File: src/rtl/jts16_ramarb.sv
// jts16_ramarb: shares one SDRAM work RAM / VRAM request port between the 68000 and a read-only aux client.
// Define JTS16_ARB_TIMEOUT_EN to add a 1023-cycle memory timeout and a sticky timeout_flag output.
module jts16_ramarb #(
   parameter int AW      = 14,
   parameter int MAXWAIT = 8
)(
   input  logic          rst,
   input  logic          clk,
   input  logic          cpu_ram_cs,
   input  logic          cpu_vram_cs,
   input  logic [AW-1:0] cpu_addr,
   input  logic [15:0]   cpu_din,
   input  logic [1:0]    cpu_dsn,
   input  logic          cpu_rnw,
   output logic [15:0]   cpu_dout,
   output logic          cpu_ok,
   input  logic          aux_req,
   input  logic          aux_sel,
   input  logic [AW-1:0] aux_addr,
   output logic [15:0]   aux_dout,
   output logic          aux_ok,
   output logic          mem_ram_cs,
   output logic          mem_vram_cs,
   output logic [AW-1:0] mem_addr,
   output logic [15:0]   mem_din,
   output logic [1:0]    mem_dsn,
   input  logic [15:0]   mem_data,
`ifdef JTS16_ARB_TIMEOUT_EN
   output logic          timeout_flag,
`endif
   input  logic          mem_ok
);

   localparam int WW = $clog2(MAXWAIT + 1);
   localparam logic [WW-1:0] WMAX = WW'(MAXWAIT);

   typedef enum logic [1:0] { IDLE, CPU, AUX, GAP } state_t;

   state_t        state, next;
   logic [WW-1:0] wait_cnt;
   logic          cpu_served, cpu_abort;
   logic          cpu_cs, cpu_pend, aux_win;
   logic          grant_cpu, grant_aux;
   logic          busy, done, to_expired;
   logic [15:0]   rd_data;

   assign cpu_cs   = cpu_ram_cs | cpu_vram_cs;
   assign cpu_pend = cpu_cs & ~cpu_served;
   assign aux_win  = aux_req & (~cpu_pend | (wait_cnt >= WMAX));
   assign busy     = (state == CPU) || (state == AUX);
   assign done     = busy & (mem_ok | to_expired);
   // A forced completion returns all ones, like an open bus
   assign rd_data  = mem_ok ? mem_data : 16'hffff;

`ifdef JTS16_ARB_TIMEOUT_EN
   logic [9:0] to_cnt;

   assign to_expired = busy && (to_cnt == 10'h3ff) && !mem_ok;

   always_ff @(posedge clk or posedge rst) begin
      if (rst) begin
         to_cnt       <= '0;
         timeout_flag <= 1'b0;
      end else begin
         to_cnt <= busy ? to_cnt + 10'd1 : 10'd0;
         if (to_expired) timeout_flag <= 1'b1;
      end
   end
`else
   assign to_expired = 1'b0;
`endif

   always_ff @(posedge clk or posedge rst) begin
      if (rst) state <= IDLE;
      else     state <= next;
   end

   always_comb begin
      next      = state;
      grant_cpu = 1'b0;
      grant_aux = 1'b0;
      case (state)
         IDLE: begin
            if (aux_win) begin
               next      = AUX;
               grant_aux = 1'b1;
            end else if (cpu_pend) begin
               next      = CPU;
               grant_cpu = 1'b1;
            end
         end
         CPU, AUX: if (done) next = GAP;
         GAP:      next = IDLE;
         default:  next = IDLE;
      endcase
   end

   always_ff @(posedge clk or posedge rst) begin
      if (rst) begin
         cpu_dout    <= 16'hffff;
         aux_dout    <= 16'hffff;
         cpu_ok      <= 1'b0;
         aux_ok      <= 1'b0;
         mem_ram_cs  <= 1'b0;
         mem_vram_cs <= 1'b0;
         mem_addr    <= '0;
         mem_din     <= 16'h0000;
         mem_dsn     <= 2'b11;
         wait_cnt    <= '0;
         cpu_served  <= 1'b0;
         cpu_abort   <= 1'b0;
      end else begin
         aux_ok <= 1'b0;
         if (!aux_req || grant_aux || state == AUX) wait_cnt <= '0;
         else if (wait_cnt < WMAX)                  wait_cnt <= wait_cnt + 1'b1;

         // RAM wins if the CPU ever selects both regions at once
         if (grant_cpu) begin
            mem_ram_cs  <= cpu_ram_cs;
            mem_vram_cs <= ~cpu_ram_cs;
            mem_addr    <= cpu_addr;
            mem_din     <= cpu_din;
            mem_dsn     <= cpu_rnw ? 2'b11 : cpu_dsn;
            cpu_abort   <= 1'b0;
         end
         if (grant_aux) begin
            mem_ram_cs  <= ~aux_sel;
            mem_vram_cs <= aux_sel;
            mem_addr    <= aux_addr;
            mem_dsn     <= 2'b11;
         end

         // The memory cycle cannot be aborted; a CPU that lets go just loses the result
         if (state == CPU && !cpu_cs) cpu_abort <= 1'b1;
         if (done) begin
            mem_ram_cs  <= 1'b0;
            mem_vram_cs <= 1'b0;
         end
         if (done && state == CPU && cpu_cs && !cpu_abort) begin
            cpu_dout   <= rd_data;
            cpu_ok     <= 1'b1;
            cpu_served <= 1'b1;
         end
         if (done && state == AUX) begin
            aux_dout <= rd_data;
            aux_ok   <= 1'b1;
         end

         if (!cpu_cs) begin
            cpu_ok     <= 1'b0;
            cpu_served <= 1'b0;
         end
      end
   end

endmodule

File: config.mk
export PLATFORM = sky130hd
export DESIGN_NAME = jts16_ramarb
export DESIGN_NICKNAME = d
export VERILOG_FILES = /design/src/rtl/jts16_ramarb.sv
export SDC_FILE = /design/constraint.sdc
export NUM_CORES = 1
export LEC_CHECK = 0
export BUFFER_PORTS_ARGS = -buffer_cell sky130_fd_sc_hd__buf_2
export CORE_ASPECT_RATIO = 1.5
export CORE_MARGIN = 1.5
export CORE_UTILIZATION = 50
export DETAILED_ROUTE_END_ITERATION = 8
export HOLD_SLACK_MARGIN = 0.08
export PLACE_DENSITY = 0.91
export SLEW_MARGIN = 10
export SYNTH_ARGS = -nofsm -noshare
export SYNTH_HDL_FRONTEND = slang
export SYNTH_SLANG_ARGS = --single-unit
File: constraint.sdc
create_clock -name clk -period 3.9 [get_ports clk]
set_input_delay 0.39 -clock clk [delete_from_list [all_inputs] [get_ports clk]]
set_output_delay 0.39 -clock clk [all_outputs]
set_load 0.1 [all_outputs]
## Word level (Yosys, flattened, before mapping)

Cells that the tools add are included.

- Logic and storage cells: 76
- Input bits: 70
- Output and inout port bits: 68
- Flip-flop bits (word level): 75

- Reduce and logical (&&, ||, !) cells: 18
- Add/subtract/negate cells: 1
- Muxes and demuxes: 28
- $lt $le $gt $ge: 2
- Bitwise logic cells: 9
- Equal/unequal tests: 6

Operator list:

| operator | number |
|---|---|
| 14-bit 2-to-1 mux | 2 |
| 1-bit 2-to-1 mux | 16 |
| 16-bit 2-to-1 mux | 1 |
| 2-bit 2-to-1 mux | 6 |
| 4-bit 2-to-1 mux | 2 |
| 2-bit case mux with 3 select lines | 1 |
| 2-bit nonzero test | 3 |
| 1-bit logical AND | 5 |
| 4-bit by 1-bit adder with 4-bit output, second input constant | 1 |
| 2-bit equality test, second input constant | 2 |
| 4-bit greater-or-equal comparator, second input constant | 1 |
| 4-bit less-than comparator, second input constant | 1 |
| 1-bit NOT | 4 |
| 1-bit AND | 3 |
| 1-bit zero test | 3 |
| 1-bit logical OR | 3 |
| 3-bit != test, second input constant | 1 |
| 3-bit nonzero test | 1 |
| 2-bit by 1-bit equality test with 1-bit output, second input constant | 1 |
| 2-bit zero test | 1 |
| 2-bit by 1-bit != test with 1-bit output, second input constant | 1 |
| 2-bit != test, second input constant | 1 |
| 1-bit OR | 2 |
| 2-bit AND reduction | 1 |
| 2-bit OR reduction | 1 |

## Depth between registers and ports, before layout

Gate-level depths: netlist of the first run.

- Depth in word-level cells: 10
- Mapped depth: 7
- Depth with buffers taken out: 6

## Least setup slack after synthesis of the first run

OpenSTA, ideal clock, no wires.

- Path type: register to register
- Start: reg cpu_served
- End: reg mem_ram_cs
- Slack: 1.975 ns
- Data arrival time: 1.804 ns
- Clock period less this slack: 1.925 ns
- Library setup time: 0.121 ns
- Required time: 3.779 ns
- Path buffers: 0
- Cell stages (with the launch flop): 5
- Cell sequence: dfrtp_1 > o21ba_2 > and2_1 > or2_1 > o211a_1

- Word-level cells in the longest chain between the ends: 9
- Elaborated cells between the ends (all ways): 13
- Classes of those cells: 7 x mux; 5 x bitwise; 1 x reduce/logical

RTL lines:

| what | RTL line | text |
|---|---|---|
| start: declaration | 41 | `logic cpu_served, cpu_abort;` |
| start signal: assignment | 110 | `cpu_served <= 1'b0;` |
| start signal: assignment | 142 | `cpu_served <= 1'b1;` |
| start signal: assignment | 151 | `cpu_served <= 1'b0;` |
| 1-bit NOT * | 48 | `assign cpu_pend = cpu_cs & ~cpu_served;` |
| 1-bit AND * | 48 |  |
| 1-bit NOT | 49 | `assign aux_win = aux_req & (~cpu_pend \| (wait_cnt >= WMAX));` |
| 1-bit OR | 49 |  |
| 1-bit AND | 49 |  |
| 1-bit 2-to-1 mux | 84 | `if (aux_win) begin` |
| 1-bit 2-to-1 mux | 82 | `case (state)` |
| 1-bit 2-to-1 mux | 126 | `if (grant_aux) begin` |
| 1-bit 2-to-1 mux | 135 | `if (done) begin` |
| end signal: assignment | 119 | `mem_ram_cs <= cpu_ram_cs;` |
| end signal: assignment | 127 | `mem_ram_cs <= ~aux_sel;` |
| end: declaration | 22 | `output logic mem_ram_cs,` |

Every way passes the cells marked *; elsewhere a longest branch is shown, timed or not.
A chain may end at the register's enable or synchronous reset.

## Worst setup path in the final report of the first run

- Start: reg state[0]
- End: reg mem_dsn[0]

- Word-level cells in the longest chain between the ends: 3
- Elaborated cells between the ends (all ways): 5
- Classes of those cells: 3 x mux; 2 x reduce/logical

RTL lines:

| what | RTL line | text |
|---|---|---|
| start: declaration | 39 | `state_t state, next;` |
| start signal: assignment | 75 | `else state <= next;` |
| 2-bit zero test * | 82 |  |
| 1-bit 2-to-1 mux | 82 |  |
| 2-bit 2-to-1 mux or 2-bit nonzero test (tied branches) | - |  |
| end signal: assignment | 123 | `mem_dsn <= cpu_rnw ? 2'b11 : cpu_dsn;` |
| end: declaration | 26 | `output logic [1:0] mem_dsn,` |

Marked as above.

==> results of run 1 <==
-- worst paths after layout --
| path | depth (start not counted) | slack (ns) | end | startpoint |
|---|---|---|---|---|
| max reg2reg | 6 | 1.57 | mem_dsn[0] | state[0] |
| min reg2reg | 2 | 0.47 | mem_din[9] | mem_din[9] |
| max in group asynchronous | 3 | 2.69 | cpu_dout[2] | rst |
| min in group asynchronous | 2 | 0.25 | aux_ok | rst |
| min | 3 | 0.23 | mem_din[12] | cpu_din[12] |
| max | 6 | 1.57 | mem_dsn[0] | state[0] |
-- cell usage after synthesis (all sizes together) --
cell,count,area (um^2)
o21ai,2,10.0
nand4b,1,8.76
a32oi,2,17.5
a22o,1,8.76
buf,9,51.3
nor2b,1,6.26
o21bai,1,7.51
dfrtp,41,1030
nand2,85,319
o211a,2,27.5
a21boi,2,18.8
o21ba,1,10.0
or3,1,11.3
inv,9,33.8
a21oi,3,15.0
mux2i,1,10.0
mux2,32,360
a22oi,14,105
xnor2,1,8.76
nor2,9,36.3
o32a,2,20.0
nand3,1,10.0
ha,5,62.6
or2,1,6.26
a31oi,1,6.26
and2,1,6.26
xor2,1,8.76
dfstp,34,893
-- cells by family after synthesis --
logic type / count (synthesis) / share of synthesized area [%]
buffers and inverters: 18 / 2.74
AO/OA/AOI/OAI: 31 / 7.94
flip-flops: 75 / 61.8
XOR/XNOR: 2 / 0.564
adder cells (fa/ha/maj): 5 / 2.01
AND/OR/NAND/NOR: 100 / 13.0
multiplexers: 33 / 11.9
-- routing by layer --
layer | up-vias | track usage (%) | routed length, um
met5 | - | 0 | 0
met3 | 14 | 5.77 | 451
met2 | 105 | 37.4 | 3490
li1 | 1167 | - | -
met1 | 1166 | 23.4 | 2530
met4 | 0 | 9.73 | 150
-- flip-flops by register name (all words and copies together), names as in the netlist --
signal and flops:
mem_vram_cs 1, cpu_served 1, mem_din 16, mem_ram_cs 1
mem_addr 14, aux_ok 1, cpu_dout 16, cpu_abort 1
aux_dout 16, mem_dsn 2, state 2, wait_cnt 4
-- final cells by class --
class                   count  area, um^2  area share, %
clock inverters             5        80.1           1.98
well taps                  74        92.6           2.29
inverters                   9        33.8          0.834
repair buffers            138         693           17.1
flip-flops and latches     75        1920           47.4
multi-input cells         171        1100           27.2
clock buffers              11         131           3.24
-- worst max-delay path: stages (launching register included) --
cell and delay (ns):
dfrtp_1 0.39, inv_1 0.09, ha_1 0.30, a21boi_2 0.24, and2_1 0.85, or2_1 0.25
o32a_1 0.16
-- cell usage in the layout, fill, tap and decap left out, types with 2 or more instances in the layout --
cell type	n
a21oi_1	3
a22oi_1	14
a32oi_1	2
buf_2	137
bufinv_16	2
clkbuf_1	2
clkbuf_8	9
clkinvlp_4	2
dfrtp_1	41
dfstp_2	34
ha_1	5
inv_1	8
mux2_2	32
nand2_1	85
nor2_1	8
o32a_1	2
-- through the flow --
| stage | setup WS [ns] | std cells |
|---|---|---|
| after floorplan | 1.66 | 264 |
| after global placement | 1.66 | 467 |
| after detailed placement | 1.58 | 467 |
| after CTS | 1.57 | 483 |
| after global routing | 1.30 | 483 |
| final | 1.57 | 483 |
==> flow_metrics.env, run 1 <==
export IMPL_initial_utilization_pct=51.0
export IMPL_postLayoutCoreUtil_pct=66.6
export IMPL_drv_cap=0
export IMPL_first_pass_iters=4
export IMPL_worstPathRequired_ns=4.18
export IMPL_cp_max_fo=31
export IMPL_grt_max_degree=48
export IMPL_syn_cell_area_um2=3110
export IMPL_crit_type="reg2reg"
export IMPL_diodes=0
export IMPL_place_gp_congestion=0.793
export IMPL_cts_htree_levels=3
export IMPL_clkTransAtPathRegs_ns=0.08
export IMPL_die_x_um=67.3
export IMPL_avgSynthCellArea_um2=11.8
export IMPL_skew_ns=0.0140
export IMPL_finalNetCount=479
export IMPL_synth_nets=339
export IMPL_final_setup_tns_ns=0
export IMPL_place_hpwl_mm=4.92
export IMPL_rsz0062_at_grt="no"
export IMPL_period_share_pct=59.7
export IMPL_vias=2452
export IMPL_core_um2=6090
export IMPL_period_needed_ns=2.33
export IMPL_cts_hold_buffers=0
export IMPL_first_iter_violations=54
export IMPL_cts_setup_buffers=0
export IMPL_placedInstanceArea_um2=3840
export IMPL_fmax_mhz=430
export IMPL_max_slew_worst_pin_slew_ns=1.06
export IMPL_ys_seq_area_share_pct=61.8
export IMPL_areaGrowthSynthToFinish_pct=30.5
export IMPL_grt_pass1_vias=2436
export IMPL_finalHoldViolations=0
export IMPL_slew_violations=0
export IMPL_status="finished clean"
export IMPL_worstHoldPathType="in2reg"
export IMPL_grt_first_pass_wirelength_mm=10.7
export IMPL_avgViaCountPerCell=5.08
export IMPL_cts_made_buffers=9
export IMPL_drc_errors=0
export IMPL_synth_cell_types=33
export IMPL_cts_buffer_depth=2
export IMPL_cts_root_buf="clkbuf_8"
export IMPL_ant_nets=0
export IMPL_rows=35
export IMPL_wire_per_inst_um=13.7
export IMPL_worstSetupEndpointType="flip-flop"
export IMPL_slew_limit_headroom_pct=29.6
export IMPL_ys_ff_latch=75
export IMPL_clock_sinks=75
export IMPL_tritoncts="yes"
export IMPL_clock_latency_ns=0.35
export IMPL_totalWireLength_mm=6.63
export IMPL_arrival_ns=2.61
export IMPL_ctsResizeCount=0
export IMPL_final_cell_area_um2=4050
export IMPL_drive_gt1_share_pct=55.0
export IMPL_io_pins=138
export IMPL_grt_ovfl_total=0
export IMPL_fin_hold_ws_ns=0.229
export IMPL_ys_warn_count=0
export IMPL_io_buffer_count=137
export IMPL_synthCells=264
export IMPL_die_h_um=99.5
export IMPL_startpoint_type="flip-flop"
export IMPL_antenna_found_initial=0
export IMPL_setup_violations_final=0
export IMPL_dieArea_um2=6700
export IMPL_fill_cells=463
export IMPL_grt_util_all_layers_pct=21.4
Power of run 1 is left out: the tool's default activity adds up to more than one toggle a clock period on the data nets, which glitch-free logic cannot reach.
==> inputs of run 2 (changes only) <==
CORE_UTILIZATION = 42   (was 50)
PLACE_DENSITY = 0.82   (was 0.91)
clock period = 2.1 ns   (was 3.9 ns; I/O delays follow)
==> run 2 against run 1 <==
  * Worst hold slack got worse by 0.13 ns
  * Worst setup slack got worse by 1.3 ns
  * Register-to-register slack got worse by 1.3 ns
  * Critical path depth rose by 1
  * Die area rose by 18%
  * Flip-flop and latch count did not move
  * Final cell count rose by 12%
  * Core utilization fell by 5.2 points
  * First-iteration DRC count rose by 130%
  * Sequential share of layout area fell by 3.8 points
  * Routed wire length rose by 14%
==> flow_metrics.env, run 2 (same netlist as run 1, synthesis figures left out) <==
export IMPL_fmax_mhz=543
export IMPL_max_slew_worst_pin_slew_ns=0.617
export IMPL_die_x_um=73.2
export IMPL_areaGrowthSynthToFinish_pct=41.9
export IMPL_drc_errors=0
export IMPL_reg2reg_depth=7
export IMPL_finalNetCount=513
export IMPL_holdPathEnd="mem_addr[11]"
export IMPL_final_setup_tns_ns=0
export IMPL_met1_usage_pct=23.6
export IMPL_antenna_found_initial=0
export IMPL_vias=2574
export IMPL_cts_setup_buffers=0
export IMPL_grt_first_pass_wirelength_mm=12.0
export IMPL_dp_slack_ns=0.216
export IMPL_clkTransAtPathRegs_ns=0.08
export IMPL_worstPathRequired_ns=2.32
export IMPL_reg2reg_slack_ns=0.26
export IMPL_gr_usage_met3_pct=6.06
export IMPL_period_share_pct=87.7
export IMPL_skew_ns=0.00770
export IMPL_top_regs="aux_dout x16, cpu_dout x16, mem_din x16"
export IMPL_grt_use_met2_pct=33.6
export IMPL_critical_path_top_delay_family="compound AO/OA/AOI/OAI gates"
export IMPL_clock_sinks=75
export IMPL_place_gp_congestion=0.771
export IMPL_first_pass_iters=4
export IMPL_startpoint_type="flip-flop"
export IMPL_cts_htree_levels=3
export IMPL_rsz0062_at_grt="no"
export IMPL_io_pins=138
export IMPL_hp_start="aux_addr[11]"
export IMPL_r2r_start="state[0]"
export IMPL_period_needed_ns=1.84
export IMPL_worstSetupEndpointType="flip-flop"
export IMPL_final_cell_mix="137 x buf_2, 85 x nand2_1, 41 x dfrtp_1"
export IMPL_ant_nets=0
export IMPL_crit_buf_inv=2
export IMPL_place_hpwl_mm=5.01
export IMPL_grt_busiest_layer="met2"
export IMPL_io_buffer_count=137
export IMPL_grt_util_all_layers_pct=20.0
export IMPL_first_iter_violations=126
export IMPL_drive_gt1_share_pct=52.4
export IMPL_diodes=0
export IMPL_finalHoldViolations=0
export IMPL_status="finished clean"
export IMPL_grt_pass1_vias=2618
export IMPL_core_um2=7180
export IMPL_worstHoldPathType="in2reg"
export IMPL_rows=38
export IMPL_tritoncts="yes"
export IMPL_drv_cap=0
export IMPL_cts_buffer_depth=2
export IMPL_setup_violations_final=0
export IMPL_crit_chain="inv_1 > ha_1 > a21boi_2 > and2_2 > buf_4 > a22oi_1 > nand2_1"
export IMPL_slowest_delay_ns=0.38
export IMPL_timing_rr_end="mem_addr[0]"
export IMPL_wire_per_inst_um=13.9
export IMPL_dieArea_um2=7930
export IMPL_die_h_um=108
export IMPL_initial_utilization_pct=43.3
export IMPL_grt_max_degree=76
export IMPL_grt_ovfl_total=0
export IMPL_arrival_ns=2.06
export IMPL_cp_max_fo=20
export IMPL_final_common_cell="buf_2"
export IMPL_cts_made_buffers=9
export IMPL_whs_path_depth=3
export IMPL_totalWireLength_mm=7.55
export IMPL_avgViaCountPerCell=4.74
export IMPL_clock_latency_ns=0.34
export IMPL_crit_path_top_delay_cell="dfrtp_1"
export IMPL_slew_limit_headroom_pct=58.7
export IMPL_cts_root_buf="clkbuf_8"
export IMPL_slew_violations=0
export IMPL_crit_type="reg2reg"
export IMPL_layout_setup_ws_ns=0.258
[run 2: cell count changes in the layout (fill, tap and decap cells not counted), sizes merged]
cell and delta:
buf +5, bufinv -1, clkinv +2, clkinvlp -1, dlygate4sd3 +29
[run 2: metal layers]
layer,wire length (um),share of wire (%)
met1,3100,41
met3,420,5.6
met2,3960,52
met5,0,0
met4,70,0.93
[run 2: worst min-delay path: stages]
cell	delay, ns
buf_2	0.08
a22oi_1	0.06
nand2_1	0.06
[run 2: per-stage QoR]
| step | utilization (%) | cells | hold slack (ns) | area [um^2] |
|---|---|---|---|---|
| floorplan | - | 264 | 0.315 | 3110 |
| global placement | 54.6 | 498 | 0.324 | 3920 |
| detailed placement | 54.6 | 498 | 0.330 | 3920 |
| CTS | 61.2 | 542 | 0.0801 | 4400 |
| global route | 61.4 | 543 | 0.0827 | 4410 |
| finish | 61.4 | 543 | 0.101 | 4410 |
[run 2: layout make-up]
cell class,count,area (um^2)
Sequential cell,75,1920
Timing Repair Buffer,172,1030
Clock inverter,5,52.6
Clock buffer,11,141
Fill cell,569,2770
Multi-Input combinational cell,171,1100
Inverter,9,33.8
Tap cell,100,125
[run 2: repair_timing]
item                                    in CTS  in global routing
gates resized for setup                      0                  1
hold buffers                                28                  1
hold endpoints to repair                    65                  1
endpoints found under the setup margin       0                  1
[run 2: worst max path at each step]
stage	depth (start not counted)	end	from	slack, ns
after floorplan	1	aux_ok	rst	0.04
after global placement	7	mem_addr[9]	state[0]	0.32
after detailed placement	7	mem_addr[0]	state[1]	0.22
after CTS	7	mem_addr[0]	state[1]	0.21
after global routing	7	mem_din[15]	state[1]	0.14
final	7	mem_addr[0]	state[0]	0.26
Power of run 2 is left out for the same reason.
